**config.mk**
```make
export PLATFORM = sky130hd
export DESIGN_NAME = debounced_input_pio_flat
export DESIGN_NICKNAME = d
export VERILOG_FILES = /design/src/rtl/debounced_input_pio_if.sv /design/src/rtl/debounced_input_pio.sv /design/src/flat_wrapper.sv
export SDC_FILE = /design/constraint.sdc
export NUM_CORES = 1
export LEC_CHECK = 0
export CAP_MARGIN = 20
export CORE_AREA = 2 2 145 147
export CTS_CLUSTER_DIAMETER = 120
export CTS_CLUSTER_SIZE = 14
export DETAILED_ROUTE_END_ITERATION = 8
export DIE_AREA = 0 0 147 149
export PLACE_DENSITY_LB_ADDON = 0.12
export RECOVER_POWER = 100
export SYNTH_ARGS = -nofsm -noshare
export SYNTH_HDL_FRONTEND = slang
export SYNTH_SLANG_ARGS = --single-unit
```
**constraint.sdc**
```tcl
create_clock -name clk_clk -period 3.75 [get_ports clk_clk]
set_input_delay 0.75 -clock clk_clk [delete_from_list [all_inputs] [get_ports clk_clk]]
set_output_delay 0.75 -clock clk_clk [all_outputs]
set_load 0.1 [all_outputs]
```
**src/rtl/debounced_input_pio_if.sv**
```systemverilog
// Slave bus bundle for the debounced input PIO.
// Word-addressed register port plus level interrupt.
interface debounced_input_pio_if;
  logic [1:0]  address;
  logic        chipselect;
  logic        read;
  logic        write;
  logic [31:0] writedata;
  logic [31:0] readdata;
  logic        irq;

  modport master (
    output address, chipselect, read, write, writedata,
    input  readdata, irq
  );

  modport slave (
    input  address, chipselect, read, write, writedata,
    output readdata, irq
  );
endinterface

```
**src/rtl/debounced_input_pio.sv**
```systemverilog
// N-channel synchronised, debounced input port with
// edge capture and a maskable level interrupt.
module debounced_input_pio #(
  parameter int               WIDTH           = 10,
  parameter int               DEBOUNCE_CYCLES = 500000,
  parameter int               CNT_W           = 20,
  parameter int               EDGE_MODE       = 0,
  parameter logic [WIDTH-1:0] RESET_LEVEL     = '0
) (
  input  logic                 clk_clk,
  input  logic                 reset_reset_n,
  input  logic [WIDTH-1:0]     in_export,
  debounced_input_pio_if.slave bus
);

  localparam logic [CNT_W-1:0] TERM = CNT_W'(DEBOUNCE_CYCLES - 1);

  logic [WIDTH-1:0] sync1, sync2;
  logic [WIDTH-1:0] deb, deb_q;
  logic [WIDTH-1:0] edgecap, irqmask;
  logic [WIDTH-1:0] rise, fall, edge_sel;
  logic [WIDTH-1:0] clr;
  logic [31:0]      rd_mux;
  logic             wr_en, rd_en;

  always_ff @(posedge clk_clk or negedge reset_reset_n) begin
    if (!reset_reset_n) begin
      sync1 <= RESET_LEVEL;
      sync2 <= RESET_LEVEL;
    end else begin
      sync1 <= in_export;
      sync2 <= sync1;
    end
  end

  for (genvar i = 0; i < WIDTH; i++) begin : g_ch
    logic [CNT_W-1:0] cnt;
    logic             d_r;

    always_ff @(posedge clk_clk or negedge reset_reset_n) begin
      if (!reset_reset_n) begin
        cnt <= '0;
        d_r <= RESET_LEVEL[i];
      end else if (sync2[i] == d_r) begin
        cnt <= '0;
      end else if (cnt == TERM) begin
        cnt <= '0;
        d_r <= sync2[i];
      end else begin
        cnt <= cnt + 1'b1;
      end
    end

    assign deb[i] = d_r;
  end

  assign wr_en = bus.chipselect & bus.write;
  assign rd_en = bus.chipselect & bus.read;
  assign rise  = deb & ~deb_q;
  assign fall  = ~deb & deb_q;

  always_comb begin
    edge_sel = rise | fall;
    if (EDGE_MODE == 0) edge_sel = rise;
    if (EDGE_MODE == 1) edge_sel = fall;
  end

  always_comb begin
    clr = '0;
    if (wr_en && bus.address == 2'd3)
      clr = bus.writedata[WIDTH-1:0];
  end

  always_comb begin
    rd_mux = '0;
    case (bus.address)
      2'd0:    rd_mux = 32'(deb);
      2'd1:    rd_mux = 32'(sync2);
      2'd2:    rd_mux = 32'(irqmask);
      default: rd_mux = 32'(edgecap);
    endcase
  end

  // A fresh edge beats a same-cycle clear.
  always_ff @(posedge clk_clk or negedge reset_reset_n) begin
    if (!reset_reset_n) begin
      deb_q        <= RESET_LEVEL;
      edgecap      <= '0;
      irqmask      <= '0;
      bus.readdata <= '0;
      bus.irq      <= 1'b0;
    end else begin
      deb_q   <= deb;
      edgecap <= (edgecap & ~clr) | edge_sel;
      bus.irq <= |(edgecap & irqmask);
      if (wr_en && bus.address == 2'd2)
        irqmask <= bus.writedata[WIDTH-1:0];
      if (rd_en)
        bus.readdata <= rd_mux;
    end
  end

endmodule

```
**src/flat_wrapper.sv**
```systemverilog
// flat-port wrapper written by rule: the top's interface ports become plain ports
module debounced_input_pio_flat 
#(
  parameter int               WIDTH           = 10,
  parameter int               DEBOUNCE_CYCLES = 500000,
  parameter int               CNT_W           = 20,
  parameter int               EDGE_MODE       = 0,
  parameter logic [WIDTH-1:0] RESET_LEVEL     = '0
)
  (clk_clk, reset_reset_n, in_export, bus_address, bus_chipselect, bus_read, bus_write, bus_writedata, bus_readdata, bus_irq);
  debounced_input_pio_if bus_i ();
  input  logic clk_clk;
  input  logic reset_reset_n;
  input  logic [WIDTH-1:0] in_export;
  input wire logic [$bits(bus_i.address)-1:0] bus_address;
  input wire logic [$bits(bus_i.chipselect)-1:0] bus_chipselect;
  input wire logic [$bits(bus_i.read)-1:0] bus_read;
  input wire logic [$bits(bus_i.write)-1:0] bus_write;
  input wire logic [$bits(bus_i.writedata)-1:0] bus_writedata;
  output wire logic [$bits(bus_i.readdata)-1:0] bus_readdata;
  output wire logic [$bits(bus_i.irq)-1:0] bus_irq;
  assign bus_i.address = bus_address;
  assign bus_i.chipselect = bus_chipselect;
  assign bus_i.read = bus_read;
  assign bus_i.write = bus_write;
  assign bus_i.writedata = bus_writedata;
  assign bus_readdata = bus_i.readdata;
  assign bus_irq = bus_i.irq;
  debounced_input_pio #(.WIDTH(WIDTH), .DEBOUNCE_CYCLES(DEBOUNCE_CYCLES), .CNT_W(CNT_W), .EDGE_MODE(EDGE_MODE), .RESET_LEVEL(RESET_LEVEL)) u_core (.clk_clk(clk_clk), .reset_reset_n(reset_reset_n), .in_export(in_export), .bus(bus_i));
endmodule
```
# Word level (Yosys, flattened, before mapping)
# Cells that the tools add are included.
op_classes:
  n_bitwise: 18
  n_reduce_logical: 14
  n_eq_ne: 23
  n_mux: 22
  n_addsub: 10
ops:
  columns: ["cell", "n"]
  rows:
  - ["20-bit two-way mux", 20]
  - ["20-bit by 1-bit adder with 20-bit output, second input constant", 10]
  - ["20-bit by 19-bit equality test with 1-bit output, second input constant", 10]
  - ["10-bit bitwise AND", 3]
  - ["10-bit case mux with 3 select lines", 1]
  - ["10-bit NOT", 2]
  - ["2-bit AND reduction", 10]
  - ["1-bit equality test", 10]
  - ["10-bit two-way mux", 1]
  - ["1-bit NOT", 10]
  - ["10-bit OR", 1]
  - ["10-bit OR reduction", 1]
  - ["2-bit equality test, second input constant", 2]
  - ["1-bit bitwise AND", 2]
  - ["2-bit by 1-bit equality test with 1-bit output, second input constant", 1]
  - ["1-bit logical AND", 2]
  - ["2-bit logical NOT", 1]
totals:
  output_inout_bits: 33
  ff_bits: 293
  elab_cells: 114
  input_bits: 49

# Longest topological paths before layout
# Gate-level depths: netlist of run 1.
logic_depth:
  word_depth: 6
  depth_mapped: 6
  depth_no_buf: 5

# Worst setup path after synthesis of run 1
# OpenSTA, ideal clock, no wires.
synth_path:
  path_kind: "register to register"
  from: "reg u_core.g_ch[4].cnt[12]"
  to: "reg u_core.g_ch[4].d_r"
  synth_period_minus_slack_ns: 2.058
  setup_ns: 0.125
  n_path_buf: 0
  required_time_ns: 3.625
  path_slack_ns: 1.692
  t_arrival_ns: 1.934
  path_stages_with_launch: 5
  cell_sequence: "dfrtp_1 > or4b_1 > or4_4 > nor2_2 > mux2_2"
synth_between:
  elab_chain_cells: 2
synth_lines:
  columns: ["element", "line", "rtl"]
  rows:
  - ["start: declaration", "debounced_input_pio.sv:37", "logic [CNT_W-1:0] cnt;"]
  - ["start signal: assignment", "debounced_input_pio.sv:50", "cnt <= cnt + 1'b1;"]
  - ["20-bit by 19-bit equality test with 1-bit output", "debounced_input_pio.sv:46", "end else if (cnt == TERM) begin"]
  - ["2-bit AND reduction (no source line)", null, null]
  - ["end signal: assignment", "debounced_input_pio.sv:43", "d_r <= RESET_LEVEL[i];"]
  - ["end signal: assignment", "debounced_input_pio.sv:48", "d_r <= sync2[i];"]
  - ["end: declaration", "debounced_input_pio.sv:38", "logic d_r;"]
# Every way passes these cells.
# A chain may end at the register's enable or synchronous reset.

# Final worst setup path of run 1
layout_path:
  from: "reg u_core.bus.readdata[9]"
  to: "out bus_readdata[9]"
layout_rtl:
  columns: ["element", "line", "rtl"]
  rows:
  - ["start: declaration", "debounced_input_pio_if.sv:19", "output readdata, irq"]
  - ["start signal: assignment", "debounced_input_pio.sv:99", "bus.readdata <= rd_mux;"]
  - ["end: declaration", "flat_wrapper.sv:20", "output wire logic [$bits(bus_i.readdata)-1:0] bus_readdata;"]
# No word-level cell between the ends.

==> results of run 1 <==
==> final cells by class <==
cell class | count | area share (%)
Antenna cell | 3 | 0.05358
Clock buffer | 23 | 4.108
Sequential cell | 271 | 48.40
Clock inverter | 2 | 0.1429
Tap cell | 275 | 2.456
Inverter | 53 | 1.420
Timing Repair Buffer | 51 | 3.081
Multi-Input combinational cell | 902 | 40.34
==> stage by stage <==
stage / instance area (sq um) / utilization [%] / worst slack [ns] / total power [uW] / cells
final: 14010 / 68.16 / 0.8597 / 5907 / 1580
after floorplan: 12960 / - / 1.692 / 3679 / 1274
after CTS: 14140 / 68.77 / 0.9044 / 5999 / 1577
after global placement: 13540 / 65.87 / 0.9814 / 3893 / 1552
after detailed placement: 13540 / 65.87 / 0.9894 / 3907 / 1552
after global routing: 14010 / 68.13 / 0.4511 / 6130 / 1578
==> routing by layer <==
| layer | wire length [microns] | GRT usage, % | vias to the layer above |
|---|---|---|---|
| li1 | - | - | 4464 |
| met1 | 11450 | 32.47 | 4419 |
| met2 | 11660 | 37.46 | 136 |
| met3 | 813 | 3.394 | 40 |
| met4 | 512 | 6.010 | 0 |
| met5 | 0 | 0 | - |
==> worst paths after layout <==
path	cells past startpoint	to	start	slack [ns]
worst min-delay path	1	u_core.g_ch[7].cnt[7]	reset_reset_n	0.27
worst max register to register	4	u_core.g_ch[4].cnt[12]	u_core.g_ch[4].cnt[12]	0.92
worst min register to register	0	u_core.sync2[5]	u_core.sync1[5]	0.35
min in group clk_clk	0	u_core.sync2[5]	u_core.sync1[5]	0.35
max in group asynchronous	2	u_core.g_ch[6].cnt[9]	reset_reset_n	1.04
worst max-delay path	1	bus_readdata[9]	u_core.bus.readdata[9]	0.86
==> placed cells by master (no fill, tap or decap), types with 37 or more instances in the layout <==
| cell | n |
|---|---|
| nor3_1 | 46 |
| nor2_1 | 194 |
| dfrtp_1 | 271 |
| xor2_1 | 37 |
| nand3_1 | 62 |
| inv_1 | 53 |
| nor4_1 | 48 |
| nand4_1 | 68 |
| xnor2_1 | 116 |
| nand2_1 | 70 |
==> flip-flops by register name, summed over array words and instances, names as in the netlist <==
| name | cells |
|---|---|
| u_core.bus.irq | 1 |
| u_core.bus.readdata | 10 |
| u_core.g_ch.cnt | 200 |
| u_core.irqmask | 10 |
| u_core.deb_q | 10 |
| u_core.sync2 | 10 |
| u_core.edgecap | 10 |
| u_core.g_ch.d_r | 10 |
| u_core.sync1 | 10 |
==> power by group through the flow <==
stage / registers [uW] / clock network (uW) / logic, uW
CTS: 3130 / 2140 / 728
global route: 3140 / 2250 / 737
detailed placement: 3180 / 0 / 726
global placement: 3180 / 0 / 715
finish: 3130 / 2090 / 691
floorplan: 3380 / 0 / 300
==> cells by family (layout without fill, tap and decap cells) <==
logic type | after synthesis | after routing | synth area share (%)
AO/OA/AOI/OAI | 92 | 92 | 4.448
flip-flops | 271 | 271 | 52.64
other | 1 | 25 | 0.02911
XOR/XNOR | 153 | 153 | 10.40
adder cells (fa/ha/maj) | 10 | 10 | 0.9713
buffers and inverters | 101 | 129 | 3.730
multiplexers | 47 | 47 | 4.924
AND/OR/NAND/NOR | 578 | 578 | 22.85
==> run metrics, run 1 <==
outcome finished with violations; failing checks max-capacitance violations, max-slew violations; P_int 4301 uW; drt wl/cell 15.46 microns; EDFF count, synth 0; remaining antenna violation count after routing 0; post-DP HPWL 16.68 mm; crit-path cells dlygate4sd3_1; Sw Ratio 27.18%; CTS clk-pin slew, worst paths 0.06 ns; P per Cell Area 421.6 nW/um^2; skew final 0.01673 ns; Worst path slowest cell dlygate4sd3_1; Vias 9059; CP startpoint kind flop; Total Routing Usage GR 22.84%; Synth Area per Inst 10.28 sq um; final hold slack 0.2730 ns; DRT iter0 DRCs 495; final max-slew violation count 119; hold buffer count at CTS 0; largest net degree at the start of global routing 114; worst rel slew slack -35.96%; count of cell types in the netlist 49; vias in the first global route 8616; CTS tree yes; P&R area growth vs syn 8.760%; H-tree levels 1; global-route wire length before repair 41.81 mm; required time of the worst setup path 3.00 ns; crit path kind reg2out; core area 20560 sq um; # setup viols final 0; min-delay worst type in2async; gpl congestion 0.8440; IO Port Bufs 37; Std-Cell Rows 53; Netlist Area Pre-Place 12880 sq um; DR pass1 iterations 5; crit-path max FO 2; cts repair resizes 0; I/O Pins 82; Logic pwr share 11.7%; Final Cycle Share 77.08%; critical path's top delay family buffers and inverters; most common cell in the netlist dfrtp_1; Num CTS Buffers 23; Total Wirelength 24.43 mm; crit path time final 2.890 ns; RSZ-0062 raised after global routing false; initial antenna violation count 3; maxcap violations 3; crit end category output port; VDD IR-drop max 308.0 uV; share of Yosys cell area claimed by the top area cell type 52.64%; ys async rst share 100.0%; nets 1361; # fillers 1595; Chip Height 149 microns; Vias/cell 5.734; share of cells above drive strength 1 6.068%; clk buf depth 3; GRT overflow 0; Synth area leaders dfrtp_1 53%, xnor2_1 7.9%, nor2_1 5.6%, nand4_1 3.2%, mux2_2 2.7%; final hold vios 0; fmax 0.3460 GHz; TNS Setup 0 ns; Register Area 6782 sq um; Synth Warn # 0; worst path bufs/invs 1; Seq/Total Area, Yosys 52.64%; CP arrival 2.14 ns; power share of the clock group 35.4%; Synth Flop Type dfrtp_1; NetSw 1606 uW; Die X-Extent 147 microns; synthesized instance count 1253; actual slew at the worst max-slew pin 2.039 ns; area of the multi-input gates 5652 sq um; post-CTS setup buffers 0; Yosys reg bits 271; dominant cell type by area after synthesis dfrtp_1; clk_lat worst skew 0.52 ns; P_leak 0.005470 uW; Reg power frac 52.9%; Sink Count 271; CP peak stage delay 1.23 ns; drc violations 0; root buf cell clkbuf_16; Die ar. 21900 sq um; synth cell count leaders 271 x dfrtp_1, 193 x nor2_1, 116 x xnor2_1, 70 x nand2_1, 66 x nand4_1; starting density of the core 62.67%
Power figures use the tool's default switching activity.
==> run 2, diff against run 1 <==
CORE_AREA = 2 2 158 160   (was 2 2 145 147)
DIE_AREA = 0 0 160 162   (was 0 0 147 149)
clock period = 2.61 ns   (was 3.75 ns; I/O delays follow)
==> run metrics, run 2 (same netlist as run 1, synthesis figures left out) <==
Vias/cell 5.481; hold buffer count at CTS 1; crit-path max FO 2; Final Cycle Share 87.59%; skew final 0.009686 ns; outcome completed; final max-slew violation count 0; starting density of the core 53.44%; nets 1380; Die ar. 25920 sq um; NetSw 2317 uW; largest net degree at the start of global routing 69; CP startpoint kind flop; Core Util, Final 58.57%; Register Area 6782 sq um; CP startpoint u_core.bus.readdata[1]; H-tree levels 1; clk_lat worst skew 0.51 ns; Std-Cell Rows 57; Vias 9011; Reg power frac 53.1%; diode count 0; Sink Count 271; end of the critical path bus_readdata[1]; required time of the worst setup path 2.09 ns; max reg flops 200; crit path kind reg2out; R2R Path Start u_core.g_ch[4].cnt[12]; DRT iter0 DRCs 623; Sw Ratio 27.37%; post-CTS setup buffers 0; worst rel slew slack 16.49%; reg2reg setup slack 0.33 ns; fmax 0.4375 GHz; crit-path cells clkbuf_1; VDD IR-drop max 608.2 uV; RSZ-0062 raised after global routing false; Total Routing Usage GR 19.94%; core area 24110 sq um; IO Port Bufs 37; most common cell after layout, fill and taps aside dfrtp_1; crit path time final 2.286 ns; remaining antenna violation count after routing 0; initial antenna violation count 0; final hold vios 0; placed inst area 13710 sq um; GRT overflow 0; # setup viols final 0; # fillers 2122; I/O Pins 82; CP peak stage delay 0.88 ns; Largest Register u_core.g_ch.cnt; P per Cell Area 599.7 nW/um^2; drt wl/cell 15.12 microns; CTS clk-pin slew, worst paths 0.06 ns; commonest cells after routing, fill and taps aside 271 x dfrtp_1, 194 x nor2_1, 116 x xnor2_1; share of cells above drive strength 1 7.652%; critical path's top delay family buffers and inverters; cts repair resizes 0; depth of the most critical reg-to-reg path 4; Worst path slowest cell clkbuf_1; crit end category output port; total power 8467 uW; actual slew at the worst max-slew pin 1.258 ns; Chip Height 162 microns; drc violations 0; Die X-Extent 160 microns; gpl congestion 0.8125; CTS tree yes; vias in the first global route 8930; global-route wire length before repair 43.46 mm; Logic pwr share 11.5%; root buf cell clkbuf_16; P_int 6150 uW; Num CTS Buffers 23; CP arrival 1.76 ns; FF-to-FF End u_core.g_ch[4].d_r; Total Wirelength 24.85 mm; fin area 14120 sq um; P&R area growth vs syn 9.596%; worst path bufs/invs 1; maxcap violations 0; min-delay worst type reg2reg; CP Depth 1; P_leak 0.005524 uW; DR pass1 iterations 5; area of the multi-input gates 5670 sq um; final hold slack 0.3480 ns; post-DP HPWL 17.02 mm; clk buf depth 3; TNS Setup 0 ns; power share of the clock group 35.4%
-- run 2: cell types whose count changed in the layout (fill, tap and decap cells not counted), sizes merged --
| cell | previous run | this run |
|---|---|---|
| dlygate4sd3 | 22 | 12 |
| diode | 3 | 0 |
| inv | 55 | 54 |
| buf | 2 | 7 |
| clkbuf | 36 | 60 |
-- run 2: final cells by class --
type	count	area share (%)
inverters	53	1.409
well taps	324	2.871
multi-input cells	902	40.16
flip-flops and latches	271	48.03
repair buffers	70	3.368
clock inverters	1	0.07976
clock buffers	23	4.077
-- run 2: worst min-delay path by stage --
stage	depth (start not counted)	slack, ns	start	endpoint
2_1_floorplan	0	0.23	reset_reset_n	u_core.bus.irq
3_3_place_gp	0	0.33	u_core.sync1[5]	u_core.sync2[5]
3_5_place_dp	0	0.34	u_core.sync1[5]	u_core.sync2[5]
4_1_cts	0	0.35	u_core.sync1[5]	u_core.sync2[5]
5_1_grt	0	0.36	u_core.sync1[8]	u_core.sync2[8]
6_report	0	0.35	u_core.sync1[5]	u_core.sync2[5]
-- run 2: power groups by stage --
stage,registers [uW],clock network (uW),logic (uW)
after floorplan,4850,0,431
after global placement,4570,0,1040
after detailed placement,4570,0,1050
after CTS,4490,3100,1050
after global routing,4510,3260,1050
final,4500,3000,974
-- run 2: per-layer routing --
| metal | part of all wire (%) | GRT usage, % | up-vias |
|---|---|---|---|
| met5 | 0 | 0 | - |
| met4 | 2.2 | 4.791 | 0 |
| met3 | 3.1 | 2.962 | 33 |
| met2 | 46 | 32.88 | 104 |
| met1 | 49 | 28.20 | 4387 |
| li1 | - | - | 4487 |
-- run 2: per-stage QoR --
stage	instances	worst slack, ns
floorplan	1274	0.5516
global placement	1619	0.3785
detailed placement	1619	0.3423
CTS	1644	0.4363
global route	1644	0.1526
finish	1644	0.3240
==> run 3, diff against run 2 <==
REMOVE_ABC_BUFFERS = 1   (was default)
==> run metrics, run 3 (same netlist as run 1, synthesis figures left out) <==
CP arrival 2.69 ns; Vias/cell 5.518; DR pass1 iterations 5; # setup viols final 0; Core Util, Final 58.60%; TNS Setup 0 ns; post-DP HPWL 17.16 mm; largest net degree at the start of global routing 67; remaining antenna violation count after routing 0; crit path kind reg2reg; most common cell after layout, fill and taps aside dfrtp_1; crit path time final 2.298 ns; uppermost routed layer met5; share of cells above drive strength 1 7.540%; GRT overflow 0; fmax 0.4352 GHz; Sink Count 271; final std cells w/o fill 1639; Die ar. 25920 sq um; P&R area growth vs syn 9.654%; P per Cell Area 599.6 nW/um^2; I/O Pins 82; final max-slew violation count 0; vias in the first global route 8676; root buf cell clkbuf_16; H-tree levels 1; DRT iter0 DRCs 529; # fillers 2131; CP startpoint kind flop; CTS tree yes; RSZ-0062 raised after global routing false; IO Port Bufs 37; Chip Height 162 microns; DR WL met2 11.52 mm; Largest Register u_core.g_ch.cnt; gpl congestion 0.7915; VDD IR-drop max 351.8 uV; outcome completed; final hold slack 0.3478 ns; starting density of the core 53.44%; crit end category flop; P_leak 0.005519 uW; clk buf depth 3; required time of the worst setup path 3.01 ns; Vias 9044; max reg flops 200; post-CTS setup buffers 0; initial antenna violation count 4; Placed Cells 1611; Final Cycle Share 88.04%; DRT met1 WL 12.12 mm; crit-path max FO 7; maxcap violations 0; WL met3 814 microns; CTS clk-pin slew, worst paths 0.06 ns; nets 1372; Num CTS Buffers 23; core area 24110 sq um; Total Routing Usage GR 19.62%; final hold vios 0; drt wl/cell 15.22 microns; Total Wirelength 24.95 mm; commonest cells after routing, fill and taps aside 271 x dfrtp_1, 194 x nor2_1, 116 x xnor2_1; min-delay worst type reg2reg; global-route wire length before repair 42.84 mm; Std-Cell Rows 57; Die X-Extent 160 microns; skew final 0.01279 ns; drc violations 0; actual slew at the worst max-slew pin 1.230 ns; clk_lat worst skew 0.52 ns; worst rel slew slack 17.99%
## run 3: final timing paths
kind | startpoint | endpoint | slack (ns) | cells past startpoint
min in group asynchronous | reset_reset_n | u_core.g_ch[7].cnt[12] | 0.81 | 2
max in group asynchronous | reset_reset_n | u_core.edgecap[8] | 0.49 | 3
hold / removal | u_core.sync1[2] | u_core.sync2[2] | 0.35 | 0
setup / recovery | u_core.g_ch[4].cnt[0] | u_core.g_ch[4].d_r | 0.31 | 5
setup reg to reg | u_core.g_ch[4].cnt[0] | u_core.g_ch[4].d_r | 0.31 | 5
hold reg to reg | u_core.sync1[2] | u_core.sync2[2] | 0.35 | 0
## run 3: final cells by class
class	instances	area, sq um	share of cell area [%]
clock inverter	2	20.02	0.1417
multi-input combinational	902	5670	40.14
inverter	53	198.9	1.408
timing repair buffer	62	469.2	3.322
sequential	271	6782	48.01
clock buffer	23	575.6	4.074
tap	324	405.4	2.870
antenna	2	5.005	0.03543
## run 3: metal layers
| metal | GRT usage (%) | up-vias |
|---|---|---|
| met5 | 0 | - |
| met4 | 4.464 | 4 |
| met3 | 2.809 | 31 |
| met2 | 31.50 | 111 |
| met1 | 28.63 | 4427 |
| li1 | - | 4471 |
## run 3: worst max-delay path, stage by stage (launching register included)
cell and delay (ns):
dfrtp_1 0.41, ha_1 0.23, nand4_1 0.29, or4_1 0.63, nor2_1 0.25, mux2_2 0.36
## run 3: metrics by stage
stage / cell area [sq um] / setup WS [ns] / power (uW)
detailed placement: 13650 / 0.3616 / 5617
global placement: 13650 / 0.3872 / 5596
CTS: 14260 / 0.4393 / 8656
floorplan: 12680 / 0.5516 / 5246
global route: 14120 / 0.1465 / 8839
finish: 14130 / 0.3121 / 8470
## run 3: timing repair
| item | 4_1_cts | 5_1_grt |
|---|---|---|
| hold buffers | 1 | 0 |
| gates resized for setup | 0 | 0 |
| setup endpoints to repair | 0 | 0 |
| hold endpoints to repair | 40 | 0 |
## run 3: power breakdown
part           total [uW]  internal, uW  switching [uW]
clock                3000          1570            1430
combinational         970           232             738
sequential           4500          4360             145
total                8470          6160            2310
